File: src/rtl/costas_demod.sv
// costas_demod
// Costas-loop carrier recovery and BPSK demodulator. Each ADC sample is mixed
// with the local cosine and sine from an external NCO. The I and Q arms are
// integrated and dumped once per DUMP_LEN valid samples. A sign(I)*Q phase
// error drives a PI loop filter. The filter output steers the NCO frequency
// word.
//
// Ports:
//   sys_clk, sys_rst_n  clock and asynchronous active-low reset
//   adc_in, adc_valid   signed received sample and its qualifier
//   nco_cos, nco_sin    signed local oscillator from the external NCO
//   phi_inc_o           frequency word fed back to the NCO phi_inc_i
//   i_out, q_out        latched I/Q integrator values, signed
//   dump_valid          one-cycle strobe marking new i_out/q_out/bit_out
//   bit_out             hard decision, 1 when i_out is negative
//   lock                carrier lock indicator
module costas_demod #(
  parameter int          DATA_W    = 10,
  parameter logic [31:0] FREQ_INIT = 32'd85899345,
  parameter int          DUMP_LEN  = 500,
  parameter int          ERR_SHIFT = 8,
  parameter int          KP_SHIFT  = 2,
  parameter int          KI_SHIFT  = 8,
  parameter int          LOCK_CNT  = 8
) (
  input  logic                                      sys_clk,
  input  logic                                      sys_rst_n,
  input  logic [DATA_W-1:0]                         adc_in,
  input  logic                                      adc_valid,
  input  logic [DATA_W-1:0]                         nco_cos,
  input  logic [DATA_W-1:0]                         nco_sin,
  output logic [31:0]                               phi_inc_o,
  output logic [2*DATA_W+$clog2(DUMP_LEN)-1:0]      i_out,
  output logic [2*DATA_W+$clog2(DUMP_LEN)-1:0]      q_out,
  output logic                                      dump_valid,
  output logic                                      bit_out,
  output logic                                      lock
);

  localparam int PROD_W = 2 * DATA_W;
  localparam int ACC_W  = 2 * DATA_W + $clog2(DUMP_LEN);
  localparam int CNT_W  = $clog2(DUMP_LEN);
  localparam int LCNT_W = $clog2(LOCK_CNT + 1);

  localparam logic [CNT_W-1:0]        CNT_LAST  = CNT_W'(DUMP_LEN - 1);
  localparam logic [LCNT_W-1:0]       LCNT_LAST = LCNT_W'(LOCK_CNT - 1);
  localparam logic signed [ACC_W-1:0] ACC_MIN   = {1'b1, {(ACC_W-1){1'b0}}};
  localparam logic signed [ACC_W-1:0] ACC_MAX   = {1'b0, {(ACC_W-1){1'b1}}};
  localparam logic signed [32:0]      INTEG_MAX = 33'sd1073741824;
  localparam logic signed [32:0]      INTEG_MIN = -33'sd1073741824;

  typedef enum logic {ACQUIRE, TRACK} state_t;

  logic signed [PROD_W-1:0] adc_x, cos_x, sin_x;
  logic signed [PROD_W-1:0] prod_i, prod_q;
  logic                     prod_valid;
  logic signed [ACC_W-1:0]  acc_i, acc_q, base_i, base_q;
  logic [CNT_W-1:0]         sample_cnt;
  logic                     dump_pend;

  logic signed [ACC_W-1:0]  i_s, q_s, q_sel;
  logic signed [31:0]       err, err_i, err_p, integ, integ_new;
  logic signed [32:0]       integ_sum;
  logic [ACC_W:0]           abs_i, abs_q;
  logic                     good;

  state_t                   state, next_state;
  logic [LCNT_W-1:0]        lock_cnt;
  logic [1:0]               miss_cnt;

  assign adc_x = PROD_W'($signed(adc_in));
  assign cos_x = PROD_W'($signed(nco_cos));
  assign sin_x = PROD_W'($signed(nco_sin));

  // Mixer stage: products are held while adc_valid is low so a gap never
  // disturbs the data already in flight.
  always_ff @(posedge sys_clk or negedge sys_rst_n) begin
    if (!sys_rst_n) begin
      prod_i     <= '0;
      prod_q     <= '0;
      prod_valid <= 1'b0;
    end else begin
      prod_valid <= adc_valid;
      if (adc_valid) begin
        prod_i <= adc_x * cos_x;
        prod_q <= adc_x * sin_x;
      end
    end
  end

  // On the dump cycle the integrators restart from zero, so a product that
  // arrives in that same cycle becomes the first sample of the next window.
  assign base_i = dump_pend ? '0 : acc_i;
  assign base_q = dump_pend ? '0 : acc_q;

  always_ff @(posedge sys_clk or negedge sys_rst_n) begin
    if (!sys_rst_n) begin
      acc_i      <= '0;
      acc_q      <= '0;
      sample_cnt <= '0;
      dump_pend  <= 1'b0;
      i_out      <= '0;
      q_out      <= '0;
      bit_out    <= 1'b0;
      dump_valid <= 1'b0;
    end else begin
      dump_valid <= dump_pend;
      if (dump_pend) begin
        i_out   <= acc_i;
        q_out   <= acc_q;
        bit_out <= acc_i[ACC_W-1];
      end
      if (prod_valid) begin
        acc_i      <= base_i + ACC_W'(prod_i);
        acc_q      <= base_q + ACC_W'(prod_q);
        sample_cnt <= (sample_cnt == CNT_LAST) ? '0 : sample_cnt + 1'b1;
        dump_pend  <= (sample_cnt == CNT_LAST);
      end else begin
        acc_i     <= base_i;
        acc_q     <= base_q;
        dump_pend <= 1'b0;
      end
    end
  end

  // Phase error sign(I)*Q. Negating the most-negative Q saturates instead of
  // wrapping back to itself.
  assign i_s   = i_out;
  assign q_s   = q_out;
  assign q_sel = !i_s[ACC_W-1] ? q_s : ((q_s == ACC_MIN) ? ACC_MAX : -q_s);
  assign err   = 32'(q_sel) >>> ERR_SHIFT;
  assign err_i = err >>> KI_SHIFT;
  assign err_p = err >>> KP_SHIFT;

  assign integ_sum = 33'(integ) + 33'(err_i);

  always_comb begin
    integ_new = integ_sum[31:0];
    if (integ_sum > INTEG_MAX)
      integ_new = INTEG_MAX[31:0];
    else if (integ_sum < INTEG_MIN)
      integ_new = INTEG_MIN[31:0];
  end

  // PI loop filter, updated once per dump; the frequency word holds otherwise.
  always_ff @(posedge sys_clk or negedge sys_rst_n) begin
    if (!sys_rst_n) begin
      integ     <= '0;
      phi_inc_o <= FREQ_INIT;
    end else if (dump_valid) begin
      integ     <= integ_new;
      phi_inc_o <= FREQ_INIT + integ_new + err_p;
    end
  end

  // A dump is good when the I arm clearly dominates: |I| > 2|Q|.
  assign abs_i = i_s[ACC_W-1] ? -(ACC_W+1)'(i_s) : (ACC_W+1)'(i_s);
  assign abs_q = q_s[ACC_W-1] ? -(ACC_W+1)'(q_s) : (ACC_W+1)'(q_s);
  assign good  = {1'b0, abs_i} > {abs_q, 1'b0};

  always_ff @(posedge sys_clk or negedge sys_rst_n) begin
    if (!sys_rst_n)
      state <= ACQUIRE;
    else
      state <= next_state;
  end

  always_comb begin
    next_state = state;
    if (dump_valid) begin
      case (state)
        ACQUIRE: if (good && lock_cnt == LCNT_LAST) next_state = TRACK;
        TRACK:   if (!good && miss_cnt == 2'd3)      next_state = ACQUIRE;
        default: next_state = ACQUIRE;
      endcase
    end
  end

  always_comb begin
    lock = (state == TRACK);
  end

  // Good-dump and miss counters that qualify the lock state transitions.
  always_ff @(posedge sys_clk or negedge sys_rst_n) begin
    if (!sys_rst_n) begin
      lock_cnt <= '0;
      miss_cnt <= '0;
    end else if (dump_valid) begin
      if (state == ACQUIRE) begin
        miss_cnt <= '0;
        if (good)
          lock_cnt <= (lock_cnt == LCNT_LAST) ? '0 : lock_cnt + 1'b1;
        else
          lock_cnt <= '0;
      end else begin
        lock_cnt <= '0;
        if (good)
          miss_cnt <= '0;
        else
          miss_cnt <= miss_cnt + 1'b1;
      end
    end
  end

endmodule
File: config.mk
export PLATFORM = sky130hd
export DESIGN_NAME = costas_demod
export DESIGN_NICKNAME = d
export VERILOG_FILES = /design/src/rtl/costas_demod.sv
export SDC_FILE = /design/constraint.sdc
export NUM_CORES = 1
export LEC_CHECK = 0
export ABC_AREA = 1
export CORE_ASPECT_RATIO = 0.75
export CORE_MARGIN = 2
export CORE_UTILIZATION = 63
export CTS_CLUSTER_SIZE = 20
export DETAILED_ROUTE_END_ITERATION = 8
export HOLD_SLACK_MARGIN = 0.03
export PLACE_DENSITY = 0.8
export SETUP_SLACK_MARGIN = 0.15
export SYNTH_ARGS = -nofsm -noshare
export SYNTH_HDL_FRONTEND = slang
export SYNTH_SLANG_ARGS = --single-unit
File: constraint.sdc
create_clock -name sys_clk -period 7.65 [get_ports sys_clk]
set_clock_uncertainty 0.1 [all_clocks]
set_input_delay 2.295 -clock sys_clk [delete_from_list [all_inputs] [get_ports sys_clk]]
set_output_delay 2.295 -clock sys_clk [all_outputs]
set_load 0.01 [all_outputs]
* After elaboration in Yosys (flattened, before gate mapping)
Cells that the tools add are included.
** Storage, ports and cells
- Register bits after elaboration :: 240
- Word-level logic and storage cells :: 60
- Output and inout bits :: 93
** Cells by class
- Muxes and demuxes :: 20
- Multiply operators :: 2
- Reduce and logical (&&, ||, !) cells :: 3
- Bitwise logic cells :: 1
- Eq/ne operators :: 4
- Add/subtract/negate cells :: 11
- Magnitude comparators :: 3
** Operators by type and width (number)
- $mux 29 :: 6
- $mux 32 :: 2
- $mux 30 :: 2
- $neg 29->30 :: 2
- $add 29x20->29 :: 2
- $mul 10x10->20 :: 2
- $add 32x13->33 :: 1
- $gt 33x32->1 const B :: 1
- $lt 33x31->1 const B :: 1
- $add 27x32->32 const A :: 1
- $add 32x32->32 :: 1
- $gt 30x31->1 :: 1
- $eq 29x29->1 const B :: 1
- $neg 29->29 :: 1
- $mux 4 :: 3
- $add 9x1->9 const B :: 1
- $eq 9x9->1 const B :: 1
- $mux 9 :: 1
- $add 4x1->4 const B :: 1
- $eq 4x3->1 const B :: 1
- $mux 2 :: 2
- $mux 1 :: 3
- $add 2x1->2 const B :: 1
- $eq 2x2->1 const B :: 1
- 4 further kinds :: 5

* Longest topological paths before layout
- Depth after elaboration :: 9
- Gate-level depth with buffers :: 50
- Depth with buffers taken out :: 49

* Worst setup path after synthesis
OpenSTA, ideal clock, no wires.
- Path kind :: input -> register
- Start :: input port adc_in[2]
- End :: register prod_i[19]
- Data required time :: 7.468 ns
- Stages :: 22
- Slack :: 0.214 ns
- Arrival time :: 7.254 ns
- Cell sequence :: clkbuf_1 buf_1 nand2_1 fa_1 fa_1 inv_1 fa_1 inv_1 fa_1 inv_1 fa_1 ha_1 inv_1 nor3_1 nand3_1 nand3_1 nand2_1 a21oi_1 nand2_1 o21a_1 or2_2 a31oi_1
** Between the ends
- Cells in the longest elaborated chain, start to end :: 1
** Ends and longest elaborated chain
- from (decl) :: RTL line 28 : input logic [DATA_W-1:0] adc_in,
- $mul 10x10->20 :: RTL line 85 : prod_i <= adc_x * cos_x;
- to (signal assigned) :: RTL line 85
- to (decl) :: RTL line 55 : logic signed [PROD_W-1:0] prod_i, prod_q;
Every way passes these cells.
A chain may end at the register's enable or synchronous reset.

* Final worst setup path
- Start :: register q_out[1]
- End :: register phi_inc_o[25]
** Between the ends
- Cells in the longest elaborated chain, start to end :: 9
** Ends and longest elaborated chain
- from (decl) :: RTL line 34 : output logic [2*DATA_W+$clog2(DUMP_LEN)-1:0] q_out,
- from (signal assigned) :: RTL line 110 : q_out <= acc_q;
- $neg 29->29 / $eq 29x29->1 (equally long branches) :: RTL line 130 : assign q_sel = !i_s[ACC_W-1] ? q_s : ((q_s == ACC_MIN) ? ACC_MAX : -q_s);
- $mux 29 (*) (2 in series) :: RTL line 130
- $add 32x13->33 (*) :: RTL line 135 : assign integ_sum = 33'(integ) + 33'(err_i);
- $lt 33x31->1 :: RTL line 141 : else if (integ_sum < INTEG_MIN)
- $mux 32 :: RTL line 141
- $mux 32 (*) :: RTL line 139 : if (integ_sum > INTEG_MAX)
- via integ_new[14] :: RTL line 62 : logic signed [31:0] err, err_i, err_p, integ, integ_new;
- $add 27x32->32 (*) :: RTL line 152 : phi_inc_o <= FREQ_INIT + integ_new + err_p;
- $add 32x32->32 (*) :: RTL line 152
- to (signal assigned) :: RTL line 152
- to (decl) :: RTL line 32 : output logic [31:0] phi_inc_o,
The timed path passes the listed nets; every way through them passes the cells marked *.

==> impl_metrics.json <==
{
  "status": "finished, final reports clean",
  "grt_use_total": 0.3530,
  "syn-num-nets": 4470,
  "nets": 4687,
  "die_h_um": 186.0,
  "r2r_cells": 43,
  "synth.distinct_cells": 53,
  "detail_route.wl_per_cell_um": 16.82,
  "die_width_um": 246.6,
  "drive_gt1_frac": 0.1019,
  "synthTopCellsByCount": "nand2_1 (1116), inv_1 (687), nor2_1 (308)",
  "ctsHoldBuffers": 0,
  "synthAdderAreaFrac": 0.2616,
  "synth_area_leaders": "dfrtp_1 (20%), nand2_1 (15%), fa_1 (13%)",
  "clock_path_buffers": 3,
  "tightest_slew_ns": 0.9421,
  "max_freq_mhz": 137.7,
  "wl_mm": 80.38,
  "netSwitchingFraction": 0.4647,
  "critPathKind": "reg2reg",
  "syn_inst": 3967,
  "synthArstFlopShare": 1.000,
  "pwr-share-comb": 0.666,
  "rsz0062_at_grt": "false",
  "drt_iter0_drc": 2745,
  "clk_latency_ns": 0.56,
  "path_clk_slew_ns": 0.06,
  "rows": 66,
  "dpl_worst_slack_ns": -0.1797,
  "p_leak_nw": 17.91,
  "regArea_um2": 6002,
  "muxShareOfSynthArea": 0,
  "drv_slew": 0,
  "power_density_nw_per_um2": 286.2,
  "synthesis.area_um2": 27810,
  "power_switching_mw": 4.269,
  "power_frac_clock": 0.143,
  "ioPinCount": 126,
  "yosys_warnings": 0,
  "max_slew_margin": 0.3719,
  "arrival_ns": 7.61,
  "postRouteAntennaNets": 0,
  "avgSynthCellArea_um2": 7.011,
  "grt_max_degree": 122,
  "synth_edf_count": 0,
  "ff2ff_setup_slack_ns": 0.39,
  "p_int_mw": 4.918,
  "dieArea_um2": 45860,
  "port_buffers": 125,
  "critPathMaxStageDelay_ns": 0.42,
  "cts_sinks": 239,
  "cts_tree": "built",
  "hold_path.class": "reg2reg",
  "ys_seq_area_frac": 0.2156,
  "worst_slack_ns": 0.3865,
  "vdd_drop_max_v": 0.0003724,
  "hold_viol_final": 0,
  "synth_top_family_by_area": "simple AND/OR/NAND/NOR gates",
  "crit_required_ns": 8.00,
  "synthDominantCellAreaShare": 0.2033,
  "via_per_inst": 5.533,
  "post-route-period-util": 0.9495,
  "cp_slowest_cell": "ha_2",
  "drt_pass1_iterations": 8,
  "areaGrowthSynthToFinish_pct": 15.43,
  "grt_pass1_vias": 24750,
  "synth_seq_cells": 239,
  "synth_flop_cell": "dfrtp_1",
  "yosysMostFrequentCell": "nand2_1",
  "fillers": 3577,
  "end_kind": "flop",
  "synth_top_area_cell": "dfrtp_1",
  "multi_input_area_um2": 19120,
  "holdPathStages": 2,
  "core_um2": 43440,
  "min_period_ns": 7.263,
  "synth_compound_area_frac": 0.1046,
  "start_util": 0.6403,
  "setup_viol": 0,
  "antennaDiodeCount": 0,
  "htree_levels": 1,
  "hpwl_mm": 64.27,
  "antenna_found_initial": 0,
  "cap_viol_max_count": 0,
  "dr_total_vias": 26450,
  "drc": 0,
  "path_max_fanout": 11,
  "overflow": 0,
  "yosys.area_share.xor_xnor": 0.04085,
  "yosys.area_share.simple": 0.2647,
  "gp_congestion": 1.017,
  "cts-buffers-inserted": 25,
  "worst_setup_path_start_kind": "flop",
  "p_seq_frac": 0.191,
  "root_buffer": "clkbuf_16",
  "finalPower_mw": 9.188,
  "grt_pass1_wl_mm": 128.4
}
through the flow:
stage | TNS (ns) | std cells | utilization | hold slack (ns) | instance area, um^2
global route | 0 | 4780 | 0.7391 | 0.3786 | 32100
floorplan | 0 | 3967 | - | 0.2519 | 27810
global placement | -0.1166 | 4727 | 0.7066 | 0.3554 | 30690
finish | 0 | 4780 | 0.7391 | 0.3697 | 32100
CTS | 0 | 4773 | 0.7269 | 0.3731 | 31570
detailed placement | -0.5588 | 4727 | 0.7066 | 0.3624 | 30690
flip-flops by register name (all words and copies together) (netlist names):
signal      flops
sample_cnt      9
q_out          29
miss_cnt        2
i_out          29
dump_valid      1
acc_q          29
lock_cnt        4
lock            1
prod_i         20
prod_q         20
phi_inc_o      32
integ          32
dump_pend       1
acc_i          29
prod_valid      1
cell usage in the layout (no fill, tap or decap), types with 6 or more instances in the layout:
cell type,instances
nand2_1,1090
inv_1,681
nor2_1,292
ha_1,272
o21ai_0,242
dfrtp_1,224
fa_1,184
buf_4,170
nand3_1,167
a21oi_1,145
clkdlybuf4s50_1,119
xor2_1,85
or2_2,42
xnor2_1,40
nand4_1,37
nor3_1,37
a31oi_1,31
nand2_2,27
clkbuf_16,26
nor2_2,23
o21bai_1,21
inv_2,20
a21oi_2,19
a21o_1,17
nand3b_1,15
dfstp_2,13
nand3_2,9
nor2_4,9
o21a_1,8
ha_2,8
nor4_1,7
clkbuf_8,7
nand2_4,6
o31ai_1,6
nor3b_1,6
a211oi_1,6
clkbuf_1,6
buf_12,6
routing by layer:
layer	global-route usage	routed length [um]	share of wire	vias up
met5	0.02505	151	0.0019	-
met4	0.05735	1542	0.019	5
met3	0.09069	9348	0.12	101
met2	0.4951	31790	0.40	1145
met1	0.5468	37550	0.47	12340
li1	-	-	-	12860
timing repair:
item	CTS	global route
cloned	0	1
gates resized for setup	5	132
pin swaps	2	20
setup buffers	1	6
setup endpoints to repair	6	29
logic make-up after synthesis:
kind of cell               count (synthesis)
and+or+nand+nor                         1780
buffers and inverters                    821
AOI/OAI and AO/OA                        528
adders and majority gates                470
DFF                                      239
xor gates and xnor gates                 128
other                                      1
worst max-delay path: cells and delay by family (launching register included):
family          cells  cell delay (ns)
buf+inv            11             1.41
compound gates      6             0.85
simple gates       20             2.78
fa+ha+maj           5             1.37
xor+xnor            1             0.22
flops               1             0.40
power by group through the flow:
stage / registers, mW / logic, mW / clock network [mW]
final: 1.76 / 6.12 / 1.32
after global routing: 1.78 / 7.03 / 1.38
after CTS: 1.75 / 6.07 / 1.32
after detailed placement: 1.77 / 6.02 / 0
after global placement: 1.77 / 5.85 / 0
after floorplan: 1.69 / 4.56 / 0
final cells by class:
class                           instances  area share
Clock buffer                           38     0.02319
Clock inverter                          7    0.003547
Inverter                              704     0.08247
Multi-Input combinational cell       2907      0.5955
Sequential cell                       239      0.1870
Tap cell                              578     0.02253
Timing Repair Buffer                  307     0.08578
path summary, 6_finish.rpt:
path                                from             to
max                             q_out[1]  phi_inc_o[25]
min                        phi_inc_o[24]  phi_inc_o[24]
max reg2reg                     q_out[1]  phi_inc_o[25]
min reg2reg                phi_inc_o[24]  phi_inc_o[24]
max in group asynchronous      sys_rst_n       integ[2]
min in group asynchronous      sys_rst_n      prod_i[5]
(Power assumes the default switching activity.)
